## config.mk

```make
export PLATFORM = sky130hd
export DESIGN_NAME = adc_seq_scheduler
export DESIGN_NICKNAME = d
export VERILOG_FILES = /design/src/rtl/adc_seq_pkg.sv /design/src/rtl/adc_ch_accum.sv /design/src/rtl/adc_seq_scheduler.sv
export SDC_FILE = /design/constraint.sdc
export NUM_CORES = 1
export LEC_CHECK = 0
export CELL_PAD_IN_SITES_DETAIL_PLACEMENT = 0
export CELL_PAD_IN_SITES_GLOBAL_PLACEMENT = 2
export CORE_ASPECT_RATIO = 0.7
export CORE_MARGIN = 3
export CORE_UTILIZATION = 38
export CTS_CLUSTER_SIZE = 16
export DETAILED_ROUTE_END_ITERATION = 10
export PLACE_DENSITY = 0.8
export RECOVER_POWER = 50
export SLEW_MARGIN = 20
export SYNTH_ARGS = -nofsm -noshare
export SYNTH_HDL_FRONTEND = slang
export SYNTH_HIERARCHICAL = 1
export SYNTH_SLANG_ARGS = --single-unit
```

## constraint.sdc

```tcl
create_clock -name clk_clk -period 3.4 [get_ports clk_clk]
set_input_delay 0.34 -clock clk_clk [delete_from_list [all_inputs] [get_ports clk_clk]]
set_output_delay 0.34 -clock clk_clk [all_outputs]
set_load 0.01 [all_outputs]
```

## src/rtl/adc_seq_pkg.sv

```systemverilog
// Shared types and constants for the ADC sequencer scheduler: FSM states,
// sequencer command-word layout and bus widths.
package adc_seq_pkg;

  localparam int unsigned ADC_DATA_W = 12;
  localparam int unsigned ADC_CH_W   = 5;
  localparam int unsigned CSR_DATA_W = 16;
  localparam int unsigned CSR_ADDR_W = 10;

  localparam int unsigned RUN_BIT  = 0;
  localparam int unsigned MODE_LSB = 1;
  localparam int unsigned MODE_W   = 3;

  typedef enum logic [1:0] {
    IDLE    = 2'd0,
    CFG_WR  = 2'd1,
    RUN     = 2'd2,
    STOP_WR = 2'd3
  } state_e;

  // Sequencer command CSR word: run bit plus mode field, all other bits zero.
  function automatic logic [CSR_DATA_W-1:0] cmd_word(input logic run,
                                                     input logic [MODE_W-1:0] mode);
    logic [CSR_DATA_W-1:0] w;
    w                    = '0;
    w[RUN_BIT]           = run;
    w[MODE_LSB +: MODE_W] = mode;
    return w;
  endfunction

endpackage

```

## src/rtl/adc_ch_accum.sv

```systemverilog
// Per-channel sample accumulators; flags a result combinationally in the cycle
// the 2^AVG_LOG2-th sample of a channel is accepted.
module adc_ch_accum
  import adc_seq_pkg::*;
#(
  parameter int unsigned NUM_CH   = 8,
  parameter int unsigned AVG_LOG2 = 4
) (
  input  logic                  clk,
  input  logic                  rst_n,
  input  logic                  clr_i,
  input  logic                  acc_en_i,
  input  logic [ADC_CH_W-1:0]   ch_i,
  input  logic [ADC_DATA_W-1:0] data_i,
  output logic                  res_valid_c,
  output logic [ADC_CH_W-1:0]   res_ch_c,
  output logic [ADC_DATA_W-1:0] res_data_c
);

  localparam int unsigned ACC_W = ADC_DATA_W + AVG_LOG2;
  // A zero-width count is not legal; with AVG_LOG2 = 0 the count stays at 0.
  localparam int unsigned CNT_W = (AVG_LOG2 == 0) ? 1 : AVG_LOG2;
  localparam logic [CNT_W-1:0] CNT_LAST = CNT_W'((1 << AVG_LOG2) - 1);

  logic [ACC_W-1:0] acc_q [NUM_CH];
  logic [CNT_W-1:0] cnt_q [NUM_CH];

  logic [ACC_W-1:0] acc_sel;
  logic [CNT_W-1:0] cnt_sel;
  logic [ACC_W-1:0] sum;
  logic             last;

  // Select the addressed channel and form the running sum.
  always_comb begin
    acc_sel = '0;
    cnt_sel = '0;
    for (int unsigned c = 0; c < NUM_CH; c++) begin
      if (ch_i == ADC_CH_W'(c)) begin
        acc_sel = acc_q[c];
        cnt_sel = cnt_q[c];
      end
    end
    sum         = acc_sel + ACC_W'(data_i);
    last        = (cnt_sel == CNT_LAST);
    res_valid_c = acc_en_i && !clr_i && last;
    res_ch_c    = ch_i;
    res_data_c  = ADC_DATA_W'(sum >> AVG_LOG2);
  end

  always_ff @(posedge clk or negedge rst_n) begin
    if (!rst_n) begin
      for (int unsigned c = 0; c < NUM_CH; c++) begin
        acc_q[c] <= '0;
        cnt_q[c] <= '0;
      end
    end else if (clr_i) begin
      for (int unsigned c = 0; c < NUM_CH; c++) begin
        acc_q[c] <= '0;
        cnt_q[c] <= '0;
      end
    end else if (acc_en_i) begin
      for (int unsigned c = 0; c < NUM_CH; c++) begin
        if (ch_i == ADC_CH_W'(c)) begin
          if (last) begin
            acc_q[c] <= '0;
            cnt_q[c] <= '0;
          end else begin
            acc_q[c] <= sum;
            cnt_q[c] <= cnt_q[c] + CNT_W'(1);
          end
        end
      end
    end
  end

endmodule

```

## src/rtl/adc_seq_scheduler.sv

```systemverilog
// Master-side ADC sequencer controller: starts/stops the sequencer over the
// Avalon-MM bridge, averages per-channel samples and presents them valid/ready.
module adc_seq_scheduler
  import adc_seq_pkg::*;
#(
  parameter int unsigned            NUM_CH       = 8,
  parameter int unsigned            AVG_LOG2     = 4,
  parameter logic [CSR_ADDR_W-1:0]  SEQ_CMD_ADDR = 10'h000,
  parameter logic [MODE_W-1:0]      SEQ_MODE     = 3'd0
) (
  input  logic                  clk_clk,
  input  logic                  reset_reset_n,
  input  logic                  start,
  input  logic                  stop,
  output logic                  busy,
  output logic [CSR_ADDR_W-1:0] avm_address,
  output logic                  avm_write,
  output logic [CSR_DATA_W-1:0] avm_writedata,
  output logic [1:0]            avm_byteenable,
  output logic                  avm_burstcount,
  output logic                  avm_read,
  input  logic                  avm_waitrequest,
  input  logic                  rsp_valid,
  input  logic [ADC_CH_W-1:0]   rsp_channel,
  input  logic [ADC_DATA_W-1:0] rsp_data,
  output logic                  avg_valid,
  input  logic                  avg_ready,
  output logic [ADC_CH_W-1:0]   avg_channel,
  output logic [ADC_DATA_W-1:0] avg_data,
  output logic                  overrun
);

  state_e                  state_q;
  logic                    busy_q;
  logic                    avm_write_q;
  logic [CSR_ADDR_W-1:0]   avm_address_q;
  logic [CSR_DATA_W-1:0]   avm_writedata_q;

  logic                    avg_valid_q;
  logic [ADC_CH_W-1:0]     avg_channel_q;
  logic [ADC_DATA_W-1:0]   avg_data_q;
  logic                    overrun_q;

  logic                    acc_clr;
  logic                    acc_en;
  logic                    res_valid_c;
  logic [ADC_CH_W-1:0]     res_ch_c;
  logic [ADC_DATA_W-1:0]   res_data_c;

  // Partial sums are discarded on the transition into STOP_WR.
  assign acc_clr = (state_q == RUN) && stop;
  assign acc_en  = (state_q == RUN) && rsp_valid && (rsp_channel < ADC_CH_W'(NUM_CH));

  adc_ch_accum #(
    .NUM_CH   (NUM_CH),
    .AVG_LOG2 (AVG_LOG2)
  ) u_accum (
    .clk         (clk_clk),
    .rst_n       (reset_reset_n),
    .clr_i       (acc_clr),
    .acc_en_i    (acc_en),
    .ch_i        (rsp_channel),
    .data_i      (rsp_data),
    .res_valid_c (res_valid_c),
    .res_ch_c    (res_ch_c),
    .res_data_c  (res_data_c)
  );

  // Control FSM with registered bridge-master outputs.
  always_ff @(posedge clk_clk or negedge reset_reset_n) begin
    if (!reset_reset_n) begin
      state_q         <= IDLE;
      busy_q          <= 1'b0;
      avm_write_q     <= 1'b0;
      avm_address_q   <= '0;
      avm_writedata_q <= '0;
    end else begin
      case (state_q)
        IDLE: begin
          if (start) begin
            state_q         <= CFG_WR;
            busy_q          <= 1'b1;
            avm_write_q     <= 1'b1;
            avm_address_q   <= SEQ_CMD_ADDR;
            avm_writedata_q <= cmd_word(1'b1, SEQ_MODE);
          end
        end
        CFG_WR: begin
          if (!avm_waitrequest) begin
            state_q     <= RUN;
            avm_write_q <= 1'b0;
          end
        end
        RUN: begin
          if (stop) begin
            state_q         <= STOP_WR;
            avm_write_q     <= 1'b1;
            avm_address_q   <= SEQ_CMD_ADDR;
            avm_writedata_q <= cmd_word(1'b0, '0);
          end
        end
        STOP_WR: begin
          if (!avm_waitrequest) begin
            state_q     <= IDLE;
            busy_q      <= 1'b0;
            avm_write_q <= 1'b0;
          end
        end
        default: begin
          state_q     <= IDLE;
          busy_q      <= 1'b0;
          avm_write_q <= 1'b0;
        end
      endcase
    end
  end

  // Single-entry output register; a result arriving while it is held is dropped.
  always_ff @(posedge clk_clk or negedge reset_reset_n) begin
    if (!reset_reset_n) begin
      avg_valid_q   <= 1'b0;
      avg_channel_q <= '0;
      avg_data_q    <= '0;
      overrun_q     <= 1'b0;
    end else begin
      if (res_valid_c && (!avg_valid_q || avg_ready)) begin
        avg_valid_q   <= 1'b1;
        avg_channel_q <= res_ch_c;
        avg_data_q    <= res_data_c;
      end else begin
        if (res_valid_c) begin
          overrun_q <= 1'b1;
        end
        if (avg_valid_q && avg_ready) begin
          avg_valid_q <= 1'b0;
        end
      end
    end
  end

  assign busy           = busy_q;
  assign avm_write      = avm_write_q;
  assign avm_address    = avm_address_q;
  assign avm_writedata  = avm_writedata_q;
  assign avm_byteenable = 2'b11;
  assign avm_burstcount = 1'b1;
  assign avm_read       = 1'b0;
  assign avg_valid      = avg_valid_q;
  assign avg_channel    = avg_channel_q;
  assign avg_data       = avg_data_q;
  assign overrun        = overrun_q;

endmodule
```

==> out/results.txt <==
Combinational family with the most area after synthesis: compound AO/OA/AOI/OAI gates. The sequential cells in the finished layout cover a total of 4600 µm². The tools report the final count of negative-setup-slack endpoints as 0.

Combinational cells account for 27.6% of the total power. For this run, the number of Yosys warnings is 6. In this run, synthesis inferred 0 flip-flops with an integrated enable. After synthesis, the most frequently instantiated cells are sky130_fd_sc_hd__dfrtp_1, sky130_fd_sc_hd__o21ai_0, sky130_fd_sc_hd__nand2_1. The die span in y works out to 136 µm. The logs give 2.33 mW for the switching power of the nets and 39.6% for the effective utilization at floorplan.

Sorting the synthesized cells by area gives the leading types as sky130_fd_sc_hd__dfrtp_1, sky130_fd_sc_hd__o21ai_0, sky130_fd_sc_hd__a22o_1. The setup total negative slack was 0 ns; the per-instance average area after synthesis was 10.2 µm². Pin count of the biggest net entering global routing: 76. In this run the worst path has a maximum fanout of 5.

The transition time at the pin with the least slew margin is 1.97 ns, and the overall die area is 26,100 µm². Cell total after placement: 1,349. The max-slew violation total from the final report was 76; the via total after detailed routing was 7,721. In this run the count of I/O pins placed on the die edge is 75. Compared with the post-synthesis result, the final layout area differs by 30.6%.

For this run, the register share of the synthesized area comes to 50.2%. For the pre-CTS setup slack, the log shows -1.33 ns. The power density of the placed cells came out at 581 nW/µm². After detailed routing, the number of vias per cell comes to 5.55. The clock period could shrink to 3.26 ns. After filler insertion, the fill cell instance count of the layout stands at 2,110.

Summed over all cells, the static leakage comes to 5.61 nW. The area of the core region came out at 23,200 µm². The startpoint type of the worst setup path is a primary input. The average wire per standard cell was 21.1 µm. Classification of the worst-slack hold path: in2reg.

Across the VDD grid, the largest voltage drop is 0.000405 V. The congestion estimate from routability-driven global placement came to 0.871. After clock tree synthesis, the clock-pin slew on the worst setup and hold paths is 0.08 ns. Per report_power, the clock group accounts for 31.5% of the total. The run gives 40.9% as the sequential fraction of design power.

STA puts the critical path data required time at 3.72 ns. The internal power of the cells totals 4.63 mW. After the first detailed-routing iteration, the DRC count stood at 907.

The worst-case clock skew was 0.00883 ns; the antenna diode count was 0. The hold violation total from the final report is 0, and the proportion of layout cells with a drive suffix above 1 is 29.7%. Yosys mapped the design onto 70 distinct sky130hd cell types. Summing the areas of all compound-gate instances in the mapped netlist gives 20.3% of the synthesized area. The later pin in the worst-skew pair is clocked with a latency of 0.44 ns.

STA puts the critical path data arrival time at 3.59 ns. The cell area after technology mapping is 9180 µm². Timing would allow up to 306 MHz. Summed over its instances, the top area cell type makes up 50.2% of the synthesized netlist area. For the end-of-flow core utilization, the log shows 51.7%. For this run, the leading register cell type out of synthesis is sky130_fd_sc_hd__dfrtp_1. The fraction of power spent switching nets is 33.4%. The first TritonRoute pass finished after 9 iterations.

The number of nets with antenna violations after routing was 0. The maximum clock path buffer count was 2; the HPWL after detailed placement was 21,100 µm. STA classifies the critical path endpoint as a flop. Library cell used as clock root buffer: sky130_fd_sc_hd__clkbuf_16. The logs give 0 for the number of antenna violations at the first check in global routing and 0 for the overflow left after global routing. From left edge to right edge, the die measures 192 µm. After detailed routing, the number of remaining DRC violations is 0. Summed over all instances, the cell type with the most area after synthesis is sky130_fd_sc_hd__dfrtp_1.

The final-stage net count came out at 1,118. The portion of netlist area occupied by mux cells came out at 5.12%. Summed over all layers, the routed wires come to 29,400 µm. By instance count, the leading cell after synthesis is sky130_fd_sc_hd__dfrtp_1. After the flow finishes, the layout carries non-filler instances totaling 1,391. TritonCTS built the clock tree. The tools report the setup slack of the critical path after layout as 0.137 ns.

The checks that failed: max-capacitance violations, max-slew violations. The number of cells produced by synthesis came out at 900. Synthesis inferred 184 register bits. By startpoint and endpoint, the worst setup path is classified as in2reg.

For this run, asynchronously set or reset flops after synthesis account for 100%. The ratio of final minimum period to clock period is 96.0%. The flow ran to the end, but the final reports show violations.

Port buffering added 45 buffers. In this run, CTS created clock tree buffers numbering 17. The first global-routing pass estimated 45,500 µm of wire. Of the total synthesized cell area, the portion taken by AND, OR, NAND and NOR gates is 13.0%.

For the via count of the first global-routing pass, the log shows 7,480. The clock net in this run drives a total of 184 sinks. The initialized floorplan defines 46 standard-cell rows. The synthesized-area fraction occupied by adder cells is 3.90%, and the max-cap check violation count is 1.

The run gives 6.96 mW as the overall power after layout. The H-tree was split into 4 levels. The overall track demand over capacity in global routing was 23.1%; the multi-input combinational cell area was 4570 µm². Summing the areas of all xor and xnor instances in the mapped netlist gives 1.51% of the synthesized area. Measured against its own limit, the worst slew margin works out to -31.2%.
critical path: stages:
cell and delay, ns:
sky130_fd_sc_hd__clkbuf_2 0.11, sky130_fd_sc_hd__buf_6 0.11, sky130_fd_sc_hd__nor2_4 0.04, sky130_fd_sc_hd__and3_4 0.22
sky130_fd_sc_hd__buf_4 0.15, sky130_fd_sc_hd__a222oi_1 0.34, sky130_fd_sc_hd__nand3_1 0.14, sky130_fd_sc_hd__o21ai_2 0.13
sky130_fd_sc_hd__a21oi_2 0.11, sky130_fd_sc_hd__ha_1 0.34, sky130_fd_sc_hd__a21oi_2 0.16, sky130_fd_sc_hd__nand2_2 0.07
sky130_fd_sc_hd__a211oi_2 0.21, sky130_fd_sc_hd__buf_4 0.15, sky130_fd_sc_hd__o31ai_4 0.05, sky130_fd_sc_hd__buf_6 0.15
sky130_fd_sc_hd__nand2_4 0.09, sky130_fd_sc_hd__xor2_4 0.19, sky130_fd_sc_hd__o21ai_4 0.08, sky130_fd_sc_hd__buf_4 0.15
sky130_fd_sc_hd__mux2_4 0.26
power by group through the flow:
| stage | logic [mW] | registers, mW | clock network [mW] |
|---|---|---|---|
| after floorplan | 0.987 | 2.81 | 0 |
| after global placement | 1.80 | 2.86 | 0 |
| after detailed placement | 1.83 | 2.87 | 0 |
| after CTS | 1.89 | 2.84 | 2.24 |
| after global routing | 2.10 | 2.89 | 2.32 |
| final | 1.92 | 2.85 | 2.19 |
state kept, by name, summed over array words and instances, names as in the netlist:
name	cells
busy	1
avg_channel	5
avm_write	1
state_q	2
overrun	1
u_accum/acc_q	128
avm_writedata	1
u_accum/cnt_q	32
avg_data	12
avg_valid	1
final cells by class:
type,instances,area share [%]
inverters,19,0.595
clock inverters,15,1.80
flip-flops and latches,184,38.4
multi-input cells,644,38.2
clock buffers,17,3.55
well taps,312,3.26
repair buffers,200,14.2
placed cells by master (no fill, tap or decap), types with 17 or more instances in the layout:
cell type and instances:
sky130_fd_sc_hd__a21oi_1 25, sky130_fd_sc_hd__dfrtp_1 184, sky130_fd_sc_hd__mux2_2 24, sky130_fd_sc_hd__o21ai_0 102, sky130_fd_sc_hd__conb_1 29, sky130_fd_sc_hd__a21oi_2 20
sky130_fd_sc_hd__buf_4 135, sky130_fd_sc_hd__clkbuf_16 17, sky130_fd_sc_hd__ha_1 22, sky130_fd_sc_hd__clkdlybuf4s50_1 37, sky130_fd_sc_hd__a22o_1 50, sky130_fd_sc_hd__nand2_1 108
sky130_fd_sc_hd__nand3_1 43
layer usage:
layer | part of all wire, % | vias up | track usage, %
met5 | 0 | - | 0
met4 | 1.2 | 0 | 5.38
met3 | 7.3 | 27 | 5.28
met2 | 40 | 272 | 30.7
met1 | 51 | 3866 | 37.3
li1 | - | 3556 | -
through the flow:
step / hold slack [ns] / area, µm²
final: 0.310 / 12000
after global routing: 0.306 / 12000
after CTS: 0.359 / 11900
after detailed placement: 0.427 / 10900
after global placement: 0.422 / 10900
after floorplan: 0.0444 / 9340
worst paths after layout:
path / from / to / slack, ns / cells after the start
max in group asynchronous: reset_reset_n / u_accum/acc_q[18]$_DFFE_PN0P_ / 0.56 / 3
worst max register to register: u_accum/acc_q[70]$_DFFE_PN0P_ / avg_data[9]$_DFFE_PN0P_ / 0.19 / 17
min in group asynchronous: reset_reset_n / u_accum/cnt_q[16]$_DFFE_PN0P_ / 0.98 / 2
worst min register to register: u_accum/acc_q[17]$_DFFE_PN0P_ / u_accum/acc_q[17]$_DFFE_PN0P_ / 0.48 / 2
worst max-delay path: rsp_channel[0] / avg_data[9]$_DFFE_PN0P_ / 0.14 / 21
worst min-delay path: rsp_channel[4] / avg_channel[4]$_DFFE_PN0P_ / 0.31 / 3
cell families after synthesis:
family	after synthesis
compound gates	290
xor+xnor	15
fa+ha+maj	28
buf+inv	101
flops	184
mux	39
other cells	2
simple gates	241
repair_timing:
| action | in CTS | in global routing |
|---|---|---|
| resized for setup | 82 | 46 |
| hold buffers | 1 | 0 |
| hold endpoints to repair | 72 | 0 |
| pin swaps | 20 | 35 |
| endpoints found under the setup margin | 113 | 75 |
| buffers inserted | 5 | 4 |
| cloned | 2 | 0 |
Note: power is estimated with default switching activity, not from simulation.
